`config.mk`:
```
export PLATFORM = sky130hd
export DESIGN_NAME = mips_imem_loader
export DESIGN_NICKNAME = d
export VERILOG_FILES = /design/src/rtl/mips_loader_pkg.sv /design/src/rtl/mips_imem_loader_asm.sv /design/src/rtl/mips_imem_loader.sv
export SDC_FILE = /design/constraint.sdc
export NUM_CORES = 1
export LEC_CHECK = 0
export CORE_ASPECT_RATIO = 0.9
export CORE_MARGIN = 10
export CORE_UTILIZATION = 45
export DETAILED_ROUTE_END_ITERATION = 6
export GPL_TIMING_DRIVEN = 0
export HOLD_SLACK_MARGIN = 0.02
export PLACE_DENSITY = 0.85
export SKIP_LAST_GASP = 1
export SLEW_MARGIN = 15
export SYNTH_ARGS = -nofsm -noshare
export SYNTH_HDL_FRONTEND = slang
export SYNTH_SLANG_ARGS = --single-unit
```
`constraint.sdc`:
```
create_clock -name clk -period 4.55 [get_ports clk]
set_input_delay 0.6825 -clock clk [delete_from_list [all_inputs] [get_ports clk]]
set_output_delay 0.6825 -clock clk [all_outputs]
set_load 0.02 [all_outputs]
```
`src/rtl/mips_loader_pkg.sv`:
```
// Shared types and constants for the MIPS instruction-memory boot loader.
// Holds the loader state encoding and word/byte geometry.
package mips_loader_pkg;

  localparam int WORD_W         = 32;
  localparam int BYTES_PER_WORD = 4;
  localparam int IDX_W          = $clog2(BYTES_PER_WORD);

  typedef enum logic [2:0] {
    S_IDLE,
    S_HDR,
    S_DATA,
    S_CSUM,
    S_ERR,
    S_RUN
  } state_e;

  function automatic logic is_load(state_e s);
    return s inside {S_HDR, S_DATA, S_CSUM};
  endfunction

endpackage

```
`src/rtl/mips_imem_loader_asm.sv`:
```
// Byte-to-word assembler: big-endian shift register, byte index, and a
// word_done pulse in the cycle after the fourth byte of a word is accepted.
module loader_word_asm
  import mips_loader_pkg::*;
(
  input  logic              clk,
  input  logic              rst_n,
  input  logic              acc_i,
  input  logic [7:0]        byte_i,
  output logic [WORD_W-1:0] word_o,
  output logic              done_o
);

  logic [WORD_W-1:0] word_q, word_d;
  logic [IDX_W-1:0]  idx_q, idx_d;
  logic              done_q, done_d;

  always_comb begin
    word_d = word_q;
    idx_d  = idx_q;
    done_d = 1'b0;
    if (acc_i) begin
      word_d = {word_q[WORD_W-9:0], byte_i};
      idx_d  = idx_q + IDX_W'(1);
      done_d = (idx_q == IDX_W'(BYTES_PER_WORD - 1));
    end
  end

  always_ff @(posedge clk) begin
    if (!rst_n) begin
      word_q <= '0;
      idx_q  <= '0;
      done_q <= 1'b0;
    end else begin
      word_q <= word_d;
      idx_q  <= idx_d;
      done_q <= done_d;
    end
  end

  assign word_o = word_q;
  assign done_o = done_q;

endmodule

```
`src/rtl/mips_imem_loader.sv`:
```
// Boot loader that streams a program into instruction memory, then releases
// the core. Define LOADER_CHECKSUM_EN to require a trailing data checksum.
module mips_imem_loader
  import mips_loader_pkg::*;
#(
  parameter int          ADDR_W   = 10,
  parameter logic [31:0] RESET_PC = 32'h0000_0000
) (
  input  logic              clk,
  input  logic              rst_n,
  input  logic              start,
  input  logic              in_valid,
  input  logic [7:0]        in_data,
  output logic              in_ready,
  output logic              imem_we,
  output logic [ADDR_W-1:0] imem_addr,
  output logic [31:0]       imem_wdata,
  output logic              pc_load,
  output logic [31:0]       pc_value,
  output logic              core_run,
  output logic              busy,
  output logic              error,
  output logic [ADDR_W:0]   words_loaded
);

  localparam logic [ADDR_W:0] CAP = {1'b1, {ADDR_W{1'b0}}};

`ifdef LOADER_CHECKSUM_EN
  localparam state_e AFTER_DATA = S_CSUM;
`else
  localparam state_e AFTER_DATA = S_RUN;
`endif

  state_e          state_q, state_d;
  logic [ADDR_W:0] cnt_q, cnt_d;
  logic [ADDR_W:0] tgt_q, tgt_d;
  logic            ready_q, pcl_q, pcl_d;
  logic            we;
  logic [31:0]     word;
  logic            done;
  logic            n_ovf;
`ifdef LOADER_CHECKSUM_EN
  logic [31:0]     csum_q, csum_d;
`endif

  loader_word_asm u_asm (
    .clk    (clk),
    .rst_n  (rst_n),
    .acc_i  (in_valid && ready_q),
    .byte_i (in_data),
    .word_o (word),
    .done_o (done)
  );

  assign n_ovf = (word > 32'(CAP));

  always_comb begin
    state_d = state_q;
    cnt_d   = cnt_q;
    tgt_d   = tgt_q;
    we      = 1'b0;
`ifdef LOADER_CHECKSUM_EN
    csum_d  = csum_q;
`endif
    unique case (state_q)
      S_IDLE: if (start) state_d = S_HDR;
      S_HDR: if (done) begin
        if (n_ovf) begin
          state_d = S_ERR;
        end else if (word == 32'd0) begin
          state_d = AFTER_DATA;
        end else begin
          tgt_d   = word[ADDR_W:0];
          state_d = S_DATA;
        end
      end
      S_DATA: if (done) begin
        we    = 1'b1;
        cnt_d = cnt_q + 1'b1;
`ifdef LOADER_CHECKSUM_EN
        csum_d = csum_q + word;
`endif
        if (cnt_d == tgt_q) state_d = AFTER_DATA;
      end
`ifdef LOADER_CHECKSUM_EN
      S_CSUM: if (done) begin
        state_d = (word == csum_q) ? S_RUN : S_ERR;
      end
`endif
      default: ;
    endcase
  end

  // pc_load fires only on the transition into RUN
  assign pcl_d = (state_d == S_RUN) && (state_q != S_RUN);

  always_ff @(posedge clk) begin
    if (!rst_n) begin
      state_q <= S_IDLE;
      cnt_q   <= '0;
      tgt_q   <= '0;
      ready_q <= 1'b0;
      pcl_q   <= 1'b0;
`ifdef LOADER_CHECKSUM_EN
      csum_q  <= '0;
`endif
    end else begin
      state_q <= state_d;
      cnt_q   <= cnt_d;
      tgt_q   <= tgt_d;
      ready_q <= is_load(state_d);
      pcl_q   <= pcl_d;
`ifdef LOADER_CHECKSUM_EN
      csum_q  <= csum_d;
`endif
    end
  end

  assign in_ready     = ready_q;
  assign imem_we      = we;
  assign imem_addr    = cnt_q[ADDR_W-1:0];
  assign imem_wdata   = word;
  assign pc_load      = pcl_q;
  assign pc_value     = RESET_PC;
  assign core_run     = (state_q == S_RUN);
  assign busy         = is_load(state_q);
  assign error        = (state_q == S_ERR);
  assign words_loaded = cnt_q;

endmodule

```
# After elaboration in Yosys (flattened, before gate mapping)
# Cells that the tools add are included.
dict set report word_totals {
  output_inout_bits 91
  elab_cells 43
  reg_bits 62
  inputBits 12
}
dict set report classes {
  add_sub_neg 2
  bitwise_logic 2
  order_cmp 1
  eq_ne 12
  muxes 9
  reduce_logical 9
}
# op n
set op_table {}
lappend op_table {{$gt 32x11->1 const B} 1}
lappend op_table {{$logic_not 32->1} 1}
lappend op_table {{$mux 3} 6}
lappend op_table {{$eq 3x2->1 const B} 4}
lappend op_table {{$add 11x1->11 const B} 1}
lappend op_table {{$eq 11x11->1} 1}
lappend op_table {{$eq 3x3->1 const B} 3}
lappend op_table {{$pmux 3 s3} 1}
lappend op_table {{$eq 3x1->1 const B} 2}
lappend op_table {{$reduce_bool 3->1} 2}
lappend op_table {{$reduce_and 2->1} 2}
lappend op_table {{$reduce_and 4->1} 1}
lappend op_table {{$logic_not 3->1} 1}
lappend op_table {{$ne 3x3->1 const B} 1}
lappend op_table {{$add 2x1->2 const B} 1}
lappend op_table {{$eq 2x2->1 const B} 1}
lappend op_table {{$logic_and 1x1->1} 2}
lappend op_table {{$mux 1} 2}
lappend op_table {{$not 1->1} 2}

# Longest topological paths before layout
# Gate-level depths: netlist of the first run.
dict set report logic_depth {
  word_depth 7
  mapped_depth 8
  mapped_depth_nobuf 7
}

# Cells and area by module
# A second synthesis of the first run with hierarchy kept.
dict set report unflattened {
  hier_cells 340
  hier_area_um2 3288.2
}
# mod area_per_inst_um2 cells_per_inst seq_area_each_um2 instances
set modules_own_cells {}
lappend modules_own_cells {mips_imem_loader 1943.1 228 540.5 1}
lappend modules_own_cells {loader_word_asm 1345.0 112 700.7 1}

# Worst setup path before layout of the first run
# Ideal clock, no wire load.
dict set report synth_path {
  path_type {reg2reg}
  from {register cnt_q[3], in the netlist words_loaded[3]}
  to {register ready_q, in the netlist in_ready}
  path_stages_with_launch 9
  slack_ns 2.303
  t_arrival_ns 2.132
  required_ns 4.435
  period_less_slack_ns 2.247
  path_cell_list {dfxtp_1 > buf_4 > and4_1 > buf_6 > nand2_4 > or4_4 > a311oi_2 > o211ai_1 > o21a_1}
}
dict set report synth_between {
  elab_chain_cells 7
  word_cells_on_any_way 9
  classes_between {1 x add/sub; 4 x eq/ne; 3 x mux; 1 x reduce/logical}
}
# element line
set synth_rtl {}
lappend synth_rtl {{from (decl)} mips_imem_loader.sv:35} ;# logic [ADDR_W:0] cnt_q, cnt_d;
lappend synth_rtl {{from (signal assigned)} mips_imem_loader.sv:109} ;# cnt_q <= cnt_d;
lappend synth_rtl {{$add 11x1->11 (*)} mips_imem_loader.sv:79} ;# cnt_d = cnt_q + 1'b1;
lappend synth_rtl {{$eq 11x11->1 (*)} mips_imem_loader.sv:83} ;# if (cnt_d == tgt_q) state_d = AFTER_DATA;
lappend synth_rtl {{$mux 3 (*)} mips_imem_loader.sv:83}
lappend synth_rtl {{$mux 3 (*)} mips_imem_loader.sv:77} ;# S_DATA: if (done) begin
lappend synth_rtl {{$pmux 3 s3 (*)} mips_imem_loader.sv:65} ;# unique case (state_q)
lappend synth_rtl {{$eq 3x1->1 / $eq 3x2->1 (equally long branches)} mips_loader_pkg.sv:19} ;# return s inside {S_HDR, S_DATA, S_CSUM};
lappend synth_rtl {{$reduce_bool 3->1 (*)} mips_loader_pkg.sv:19}
lappend synth_rtl {{to (signal assigned)} mips_imem_loader.sv:111} ;# ready_q <= is_load(state_d);
lappend synth_rtl {{to (decl)} mips_imem_loader.sv:37} ;# logic ready_q, pcl_q, pcl_d;
# Every way passes the cells marked *; elsewhere a longest branch is shown, timed or not.
# A chain may end at the register's enable or synchronous reset.

# Worst setup path after layout of the first run
dict set report layout_path {
  from {register state_q[2]}
  to {output port imem_we}
}
dict set report layout_between {
  elab_chain_cells 2
}
# element line
set layout_rtl {}
lappend layout_rtl {{from (decl)} mips_imem_loader.sv:34} ;# state_e state_q, state_d;
lappend layout_rtl {{from (signal assigned)} mips_imem_loader.sv:108} ;# state_q <= state_d;
lappend layout_rtl {{$eq 3x2->1} mips_imem_loader.sv:65}
lappend layout_rtl {{$mux 1} mips_imem_loader.sv:65}
lappend layout_rtl {{to (decl)} mips_imem_loader.sv:15} ;# output logic imem_we,
# Every way passes these cells.

==> results of run 1 <==
[layout make-up]
cell class	instances	area, um^2	area share, %
clock buffer	9	123.9	2.791
buffer	64	429.2	9.670
clock inverter	7	57.56	1.297
sequential	62	1241	27.97
timing repair buffer	70	700.7	15.79
multi-input combinational	289	1754	39.53
inverter	4	15.01	0.3383
tap	93	116.4	2.622
[cell usage in the layout (no fill, tap or decap), drive strengths merged, types with 9 or more instances in the layout]
cell type      Yosys  final
a21boi            36     36
and2              11     11
buf               49     49
clkbuf            15     24
clkdlybuf4s50      0     70
conb               1     32
dfxtp             62     62
mux2i             12     12
nand2             77     77
nor2               9      9
nor2b             12     12
xnor2             10     10
xor2              12     12
[per-stage QoR]
step / total power, mW / hold slack (ps)
3_3_place_gp: 0.6908 / 456.3
2_1_floorplan: 0.6572 / 447.2
6_report: 1.128 / 488.5
3_5_place_dp: 0.6933 / 477.8
5_1_grt: 1.170 / 506.8
4_1_cts: 1.132 / 488.9
[power breakdown]
group | internal (mW) | leakage [nW] | switching (mW) | total, mW
combinational | 0.0544 | 1.13 | 0.0720 | 0.126
sequential | 0.548 | 0.500 | 0.00927 | 0.558
clock | 0.203 | 0.0829 | 0.241 | 0.444
[logic make-up (layout without fill, tap and decap cells)]
| logic type | count (synthesis) | count (layout) | synth area share (%) |
|---|---|---|---|
| and+or+nand+nor | 155 | 155 | 23.64 |
| xor gates and xnor gates | 22 | 22 | 5.798 |
| AOI/OAI and AO/OA | 66 | 66 | 15.36 |
| adders and majority gates | 2 | 2 | 0.7529 |
| other | 1 | 32 | 0.1128 |
| DFF | 62 | 62 | 37.35 |
| muxes | 12 | 12 | 3.615 |
| buffers and inverters | 68 | 154 | 13.37 |
[worst register-to-register path: cells and delay by family (launching register included)]
kind | cells | cell delay, ps
AOI/OAI and AO/OA | 5 | 1180
DFF | 1 | 520
buffers and inverters | 1 | 330
adders and majority gates | 1 | 200
and+or+nand+nor | 1 | 120
[sequential cells by signal (all words and copies together) (netlist names)]
name          flops
u_asm.word_o     32
tgt_q            11
words_loaded     11
state_q           3
u_asm.idx_q       2
in_ready          1
pc_load           1
u_asm.done_o      1
[worst min path at each step]
stage                                        from  cells past startpoint  slack, ps                       endpoint
floorplan             u_asm.idx_q[1]$_SDFFE_PN0P_                      2        450    u_asm.idx_q[1]$_SDFFE_PN0P_
global placement      u_asm.idx_q[1]$_SDFFE_PN0P_                      2        460    u_asm.idx_q[1]$_SDFFE_PN0P_
detailed placement  u_asm.word_o[29]$_SDFFE_PN0P_                      2        480  u_asm.word_o[29]$_SDFFE_PN0P_
CTS                 u_asm.word_o[29]$_SDFFE_PN0P_                      2        490  u_asm.word_o[29]$_SDFFE_PN0P_
global route          u_asm.idx_q[1]$_SDFFE_PN0P_                      2        510    u_asm.idx_q[1]$_SDFFE_PN0P_
finish                u_asm.idx_q[1]$_SDFFE_PN0P_                      2        490    u_asm.idx_q[1]$_SDFFE_PN0P_
[metal layers]
layer / global-route usage [%] / part of all wire, % / wire [um]
met5: 0 / 0 / 0
met2: 26.31 / 48 / 4307
met3: 6.974 / 9.8 / 885
met4: 5.500 / 1.4 / 128
met1: 17.05 / 41 / 3701
==> results_dict.tcl, run 1 <==
set metrics [dict create \
    run_status "completed" \
    avgSynthCellArea_um2 8.565 \
    ir_worst_vdd_mv 0.2129 \
    synth_top_area_share_pct 37.35 \
    drive_gt1_share_pct 14.26 \
    fillers 624 \
    slew_headroom_pct 59.77 \
    final_antenna_net_count 0 \
    drtIter0Drc 195 \
    cp_top_family "buffers and inverters" \
    setup_viol 0 \
    synth-seq-cells 62 \
    cts.sinks 62 \
    r2r_setup_slack_ps 2110 \
    gr-total-overflow 0 \
    ys_seq_area_share_pct 37.35 \
    antenna_found_initial 0 \
    worstHoldPathType "reg2reg" \
    dp.cells 582 \
    cap_viol_max_count 0 \
    pin_count 103 \
    post-cts-setup-buffers 0 \
    reg2reg_depth 8 \
    placedInstanceArea_um2 4257 \
    synth_edf_count 0 \
    die_x_um 110.6 \
    die_y_um 101.5 \
    drcViolationCount 0 \
    tns_ps 0 \
    worstSetupEndpointType "output port" \
    tritoncts "yes" \
    cp-endpoint "imem_we" \
    cts_resized 0 \
    fin_util_pct 62.40 \
    crit_start "state_q[2]$_SDFF_PN0_" \
    async_flop_share_pct 0 \
    dieArea_um2 11230 \
    synth_warnings 0 \
    clk_pin_slew_ps 80 \
    crit_fanout 9 \
    yosysMostFrequentCell "nand2_1" \
    start_util_pct 46.73 \
    antennaDiodeCount 0 \
    clockBufferDepth 2 \
    p_leak_nw 1.712 \
    setup_ws_ps 1740 \
    core_area_um2 7112 \
    wl_um 9022 \
    place.gp.congestion 0.8708 \
    syn_to_final_growth_pct 33.55 \
    grt_max_degree 14 \
    post-route-min-period_ps 2810 \
    stdcell_count 598 \
    drt-wirelength-per-cell_um 15.09 \
    synth_ff_type "dfxtp_1" \
    rsz0062_at_grt "no" \
    drv_slew 0 \
    synth_commonest_cells "nand2_1 (76), dfxtp_1 (62), buf_4 (46)" \
    cp.depth 3 \
    synth_cells 388 \
    tightest_slew_ps 601.0 \
    hold_viol_final 0 \
    crit_buf_inv 2 \
    path_cells "buf_4 > nor4b_4 > clkdlybuf4s50_1" \
    max_freq_ghz 0.3558 \
    cpMaxStageDelayCell "clkdlybuf4s50_1" \
    post-place-ws_ps 2085 \
    final_area_um2 4438 \
    num_rows 29 \
    r2r_start "words_loaded[0]$_SDFFE_PN0P_" \
    firstDrtPassIters 4 \
    dp_hpwl_um 7041 \
    worstSetupStartpointType "flip-flop" \
    clk_latency_ps 350 \
    fin_crit_sh_pct 61.76 \
    synth_area_um2 3323 \
    cp_slowest_stage_delay_ps 730 \
    root_buffer "clkbuf_8" \
    detail_route.vias_per_cell 4.978 \
    power_density_nw_per_um2 254.2 \
    yosysUniqueCellTypes 52 \
    fin_worst_skew_ps 10.90 \
    criticalPathCategory "reg2out" \
    cts_max_level 3 \
    numCtsBuffers 9 \
    vias 2977 \
    crit_required_ps 3870 \
    critPathArrivalTime_ps 2130 \
    port_buffers 70 \
    r2r-end "in_ready$_SDFF_PN0_" \
    track_usage_pct 15.53 \
    ys_top_cells_by_area "dfxtp_1 (37%), buf_4 (10%), nand2_1 (8.6%)" \
    first_global_vias 2954 \
    final_nets 514 \
    cts_hold_buf 0 \
    grt_pass1_wl_um 14600 \
    synth_largest_area_cell "dfxtp_1" \
]
(Power assumes the default switching activity.)
==> run 2: changes to the inputs <==
==> constraint.sdc (replaced) <==
create_clock -name clk -period 2.6 [get_ports clk]
set_input_delay 0.39 -clock clk [delete_from_list [all_inputs] [get_ports clk]]
set_output_delay 0.39 -clock clk [all_outputs]
set_load 0.02 [all_outputs]
==> results_dict.tcl, run 2 (same netlist as run 1, synthesis figures left out) <==
set metrics [dict create \
    cp_slowest_stage_delay_ps 730 \
    dp.cells 582 \
    layout_commonest_cell "nand2_1" \
    setup_viol 0 \
    grt_pass1_wl_um 14600 \
    met2_length_um 4348 \
    clk_latency_ps 350 \
    port_buffers 70 \
    placedInstanceArea_um2 4257 \
    layout_common_cells "nand2_1 (76), clkdlybuf4s50_1 (70), dfxtp_1 (61), buf_4 (46), a21boi_0 (33)" \
    drv_slew 0 \
    run_status "completed" \
    regArea_um2 1242 \
    holdWs_ps 486.3 \
    clockBufferDepth 2 \
    cts_hold_buf 0 \
    max_freq_ghz 0.4023 \
    cts_max_level 3 \
    slew_headroom_pct 57.68 \
    met3_length_um 843 \
    criticalPathCategory "reg2out" \
    fin_crit_sh_pct 95.61 \
    core_area_um2 7112 \
    min_path_cells 2 \
    vias 2976 \
    num_rows 29 \
    cpMaxStageDelayCell "clkdlybuf4s50_1" \
    tns_ps 0 \
    place.gp.congestion 0.8708 \
    hold_viol_final 0 \
    final_antenna_net_count 0 \
    cap_viol_max_count 0 \
    min_delay_worst_endpoint "u_asm.idx_q[1]$_SDFFE_PN0P_" \
    grt_max_degree 14 \
    numCtsBuffers 9 \
    drt-wirelength-per-cell_um 15.19 \
    dp_hpwl_um 7041 \
    r2r_start "words_loaded[1]$_SDFFE_PN0P_" \
    clk_pin_slew_ps 80 \
    r2r-end "in_ready$_SDFF_PN0_" \
    start_util_pct 46.73 \
    crit_fanout 9 \
    post-route-min-period_ps 2486 \
    multiInputGateArea_um2 1760 \
    final_area_um2 4446 \
    syn_to_final_growth_pct 33.77 \
    m1WireLength_um 3756 \
    min_from "u_asm.idx_q[1]$_SDFFE_PN0P_" \
    root_buffer "clkbuf_8" \
    fillers 618 \
    antennaDiodeCount 0 \
    track_usage_pct 15.53 \
    drive_gt1_share_pct 14.65 \
    worstSetupStartpointType "flip-flop" \
    fin_util_pct 62.51 \
    stdcell_count 598 \
    largest_register_ffs 32 \
    cts.sinks 62 \
    tightest_slew_ps 629.0 \
    final_nets 514 \
    r2r_setup_slack_ps 210 \
    antenna_found_initial 0 \
    ir_worst_vdd_mv 0.3735 \
    pin_count 103 \
    top_layer_used "met4" \
    worstSetupEndpointType "output port" \
    tritoncts "yes" \
    dieArea_um2 11230 \
    setup_ws_ps 114.1 \
    drcViolationCount 0 \
    critPathArrivalTime_ps 2100 \
    firstDrtPassIters 4 \
    rsz0062_at_grt "no" \
    fin_worst_skew_ps 10.30 \
    worstHoldPathType "reg2reg" \
    power_density_nw_per_um2 444.1 \
    post-place-ws_ps 218.8 \
    crit_required_ps 2210 \
    drtIter0Drc 172 \
    wl_um 9081 \
    reg2reg_depth 8 \
    die_x_um 110.6 \
    p_leak_nw 1.714 \
    die_y_um 101.5 \
    first_global_vias 2954 \
    detail_route.vias_per_cell 4.977 \
    gr-total-overflow 0 \
    power_mw 1.974 \
    path_cells "buf_4 > nor4b_4 > clkdlybuf4s50_1" \
]
-- run 2: cell counts in the layout (fill, tap and decap cells not counted) --
No cell type changed its count.
-- run 2: power breakdown --
group	switching, mW	internal, mW
Sequential	0.0172	0.959
Clock	0.420	0.356
Combinational	0.125	0.0958
Total	0.563	1.41
-- run 2: layout make-up --
class | count | area share (%)
Buffer | 64 | 9.654
Clock buffer | 9 | 2.786
Clock inverter | 7 | 1.295
Inverter | 4 | 0.3377
Multi-Input combinational cell | 289 | 39.60
Sequential cell | 62 | 27.95
Tap cell | 93 | 2.618
Timing Repair Buffer | 70 | 15.76
-- run 2: what timing repair did --
item	in CTS	in global routing
endpoints found under the hold margin	0	0
setup buffers	0	0
resized for setup	0	2
setup endpoints to repair	0	4
-- run 2: how the worst max path moves through the flow --
stage	from	endpoint	slack [ps]	cells past startpoint
after CTS	state_q[2]$_SDFF_PN0_	imem_we	40	3
after global routing	state_q[2]$_SDFF_PN0_	imem_we	4	3
after global placement	words_loaded[5]$_SDFFE_PN0P_	in_ready$_SDFF_PN0_	350	6
after floorplan	words_loaded[3]$_SDFFE_PN0P_	in_ready$_SDFF_PN0_	350	8
final	state_q[2]$_SDFF_PN0_	imem_we	110	3
after detailed placement	u_asm.word_o[9]$_SDFFE_PN0P_	tgt_q[6]$_SDFFE_PN0P_	220	6
-- run 2: per-layer routing --
metal | vias to the layer above | GRT usage (%)
met1 | 1375 | 17.05
met2 | 115 | 26.31
met4 | 0 | 5.500
met5 | - | 0
met3 | 11 | 6.974
li1 | 1475 | -
-- run 2: worst max-delay path, delay by kind of cell (launching register included) --
family / cells / cell delay [ps]
buffers and inverters: 2 / 890
flip-flops: 1 / 310
AND/OR/NAND/NOR: 1 / 560
==> run 3: changes to the inputs <==
--- a/config.mk
+++ b/config.mk
@@ -12,6 +12,7 @@
 export GPL_TIMING_DRIVEN = 0
 export HOLD_SLACK_MARGIN = 0.02
 export PLACE_DENSITY = 0.85
+export RECOVER_POWER = 50
 export SKIP_LAST_GASP = 1
 export SLEW_MARGIN = 15
 export SYNTH_ARGS = -nofsm -noshare
==> results_dict.tcl, run 3 (same netlist as run 1, synthesis figures left out) <==
set metrics [dict create \
    drive_gt1_share_pct 14.65 \
    wl_um 9111 \
    gr-total-overflow 0 \
    holdWs_ps 487.5 \
    dieArea_um2 11230 \
    clockPowerShare_pct 39.5 \
    start_util_pct 46.73 \
    die_x_um 110.6 \
    cts_max_level 3 \
    criticalPathCategory "reg2out" \
    final_nets 514 \
    rsz0062_at_grt "no" \
    p_leak_nw 1.779 \
    crit_fanout 9 \
    final_antenna_net_count 0 \
    ir_worst_vdd_mv 0.3738 \
    tns_ps 0 \
    p_switching_uw 567.0 \
    num_rows 29 \
    drt-wirelength-per-cell_um 15.24 \
    clk_latency_ps 350 \
    largest_register_ffs 32 \
    detail_route.vias_per_cell 5.017 \
    setup_viol 0 \
    drv_slew 0 \
    place.gp.congestion 0.8708 \
    die_y_um 101.5 \
    numCtsBuffers 9 \
    drcViolationCount 0 \
    root_buffer "clkbuf_8" \
    layout_common_cells "nand2_1 (76), dfxtp_1 (61), clkdlybuf4s50_1 (49), buf_4 (46), a21boi_0 (33)" \
    layout_commonest_cell "nand2_1" \
    firstDrtPassIters 4 \
    syn_to_final_growth_pct 33.77 \
    clockBufferDepth 2 \
    worstSetupEndpointType "output port" \
    worstSetupStartpointType "flip-flop" \
    slew_headroom_pct 58.39 \
    antennaDiodeCount 0 \
    core_area_um2 7112 \
    first_global_vias 2954 \
    post-route-min-period_ps 2501 \
    grt_pass1_wl_um 14600 \
    antenna_found_initial 0 \
    track_usage_pct 15.53 \
    fin_util_pct 62.51 \
    vias 3000 \
    critPathArrivalTime_ps 2110 \
    dp.cells 582 \
    hold_viol_final 0 \
    cap_viol_max_count 0 \
    pin_count 103 \
    cts.sinks 62 \
    dp_hpwl_um 7041 \
    drtIter0Drc 184 \
    tritoncts "yes" \
    fin_crit_sh_pct 96.21 \
    fillers 618 \
    max_freq_ghz 0.3998 \
    port_buffers 70 \
    grt_max_degree 14 \
    stdcell_count 598 \
    clk_pin_slew_ps 80 \
    cts_hold_buf 0 \
    worstHoldPathType "reg2reg" \
    power_density_nw_per_um2 444.7 \
    intPower_mw 1.410 \
    switching_share_pct 28.68 \
    run_status "completed" \
    tightest_slew_ps 618.5 \
    fin_worst_skew_ps 10.67 \
    setup_ws_ps 98.62 \
    power_frac_comb_pct 11.1 \
    crit_required_ps 2210 \
    p_seq_share_pct 49.4 \
    post-place-ws_ps 218.8 \
]
[run 3: metrics by stage]
step	power (mW)	cell area, um^2
2_1_floorplan	1.150	3440
3_3_place_gp	1.209	4257
3_5_place_dp	1.213	4257
4_1_cts	1.980	4438
5_1_grt	2.049	4446
6_report	1.977	4446
[run 3: power by group through the flow]
stage                     registers, mW  logic, mW  clock network (mW)
after global routing              0.978      0.239               0.832
after global placement            0.997      0.212                   0
after detailed placement          0.997      0.216                   0
after floorplan                    1.00      0.149                   0
after CTS                         0.975      0.217               0.788
final                             0.976      0.220               0.780
[run 3: worst max-delay path, cell delays in order (launching register included)]
cell	delay [ps]
dfxtp_1	310
buf_4	150
nor4b_4	570
clkdlybuf4s50_1	730
[run 3: final cells by class]
| class | instances | area (um^2) | area share (%) |
|---|---|---|---|
| Inverter | 4 | 15.01 | 0.3377 |
| Multi-Input combinational cell | 289 | 1760 | 39.60 |
| Timing Repair Buffer | 70 | 700.7 | 15.76 |
| Sequential cell | 62 | 1242 | 27.95 |
| Clock inverter | 7 | 57.56 | 1.295 |
| Clock buffer | 9 | 123.9 | 2.786 |
| Buffer | 64 | 429.2 | 9.654 |
| Tap cell | 93 | 116.4 | 2.618 |
[run 3: routing by layer]
metal	part of all wire [%]	vias to the layer above	global-route usage (%)	routed length (um)
li1	-	1475	-	-
met1	41	1392	17.05	3713
met2	48	120	26.31	4357
met3	9.8	13	6.974	891
met4	1.6	0	5.500	149
met5	0	-	0	0
[run 3: worst paths after layout]
kind,start,to,slack [ps],cells after the start
worst min register to register,u_asm.idx_q[1]$_SDFFE_PN0P_,u_asm.idx_q[1]$_SDFFE_PN0P_,490,2
worst min-delay path,u_asm.idx_q[1]$_SDFFE_PN0P_,u_asm.idx_q[1]$_SDFFE_PN0P_,490,2
worst max-delay path,state_q[2]$_SDFF_PN0_,imem_we,100,3
worst max register to register,words_loaded[1]$_SDFFE_PN0P_,in_ready$_SDFF_PN0_,200,8
[run 3: what timing repair did]
item / 4_1_cts / 5_1_grt
buffers inserted: 0 / 0
setup endpoints to repair: 0 / 4
gates resized for setup: 0 / 2
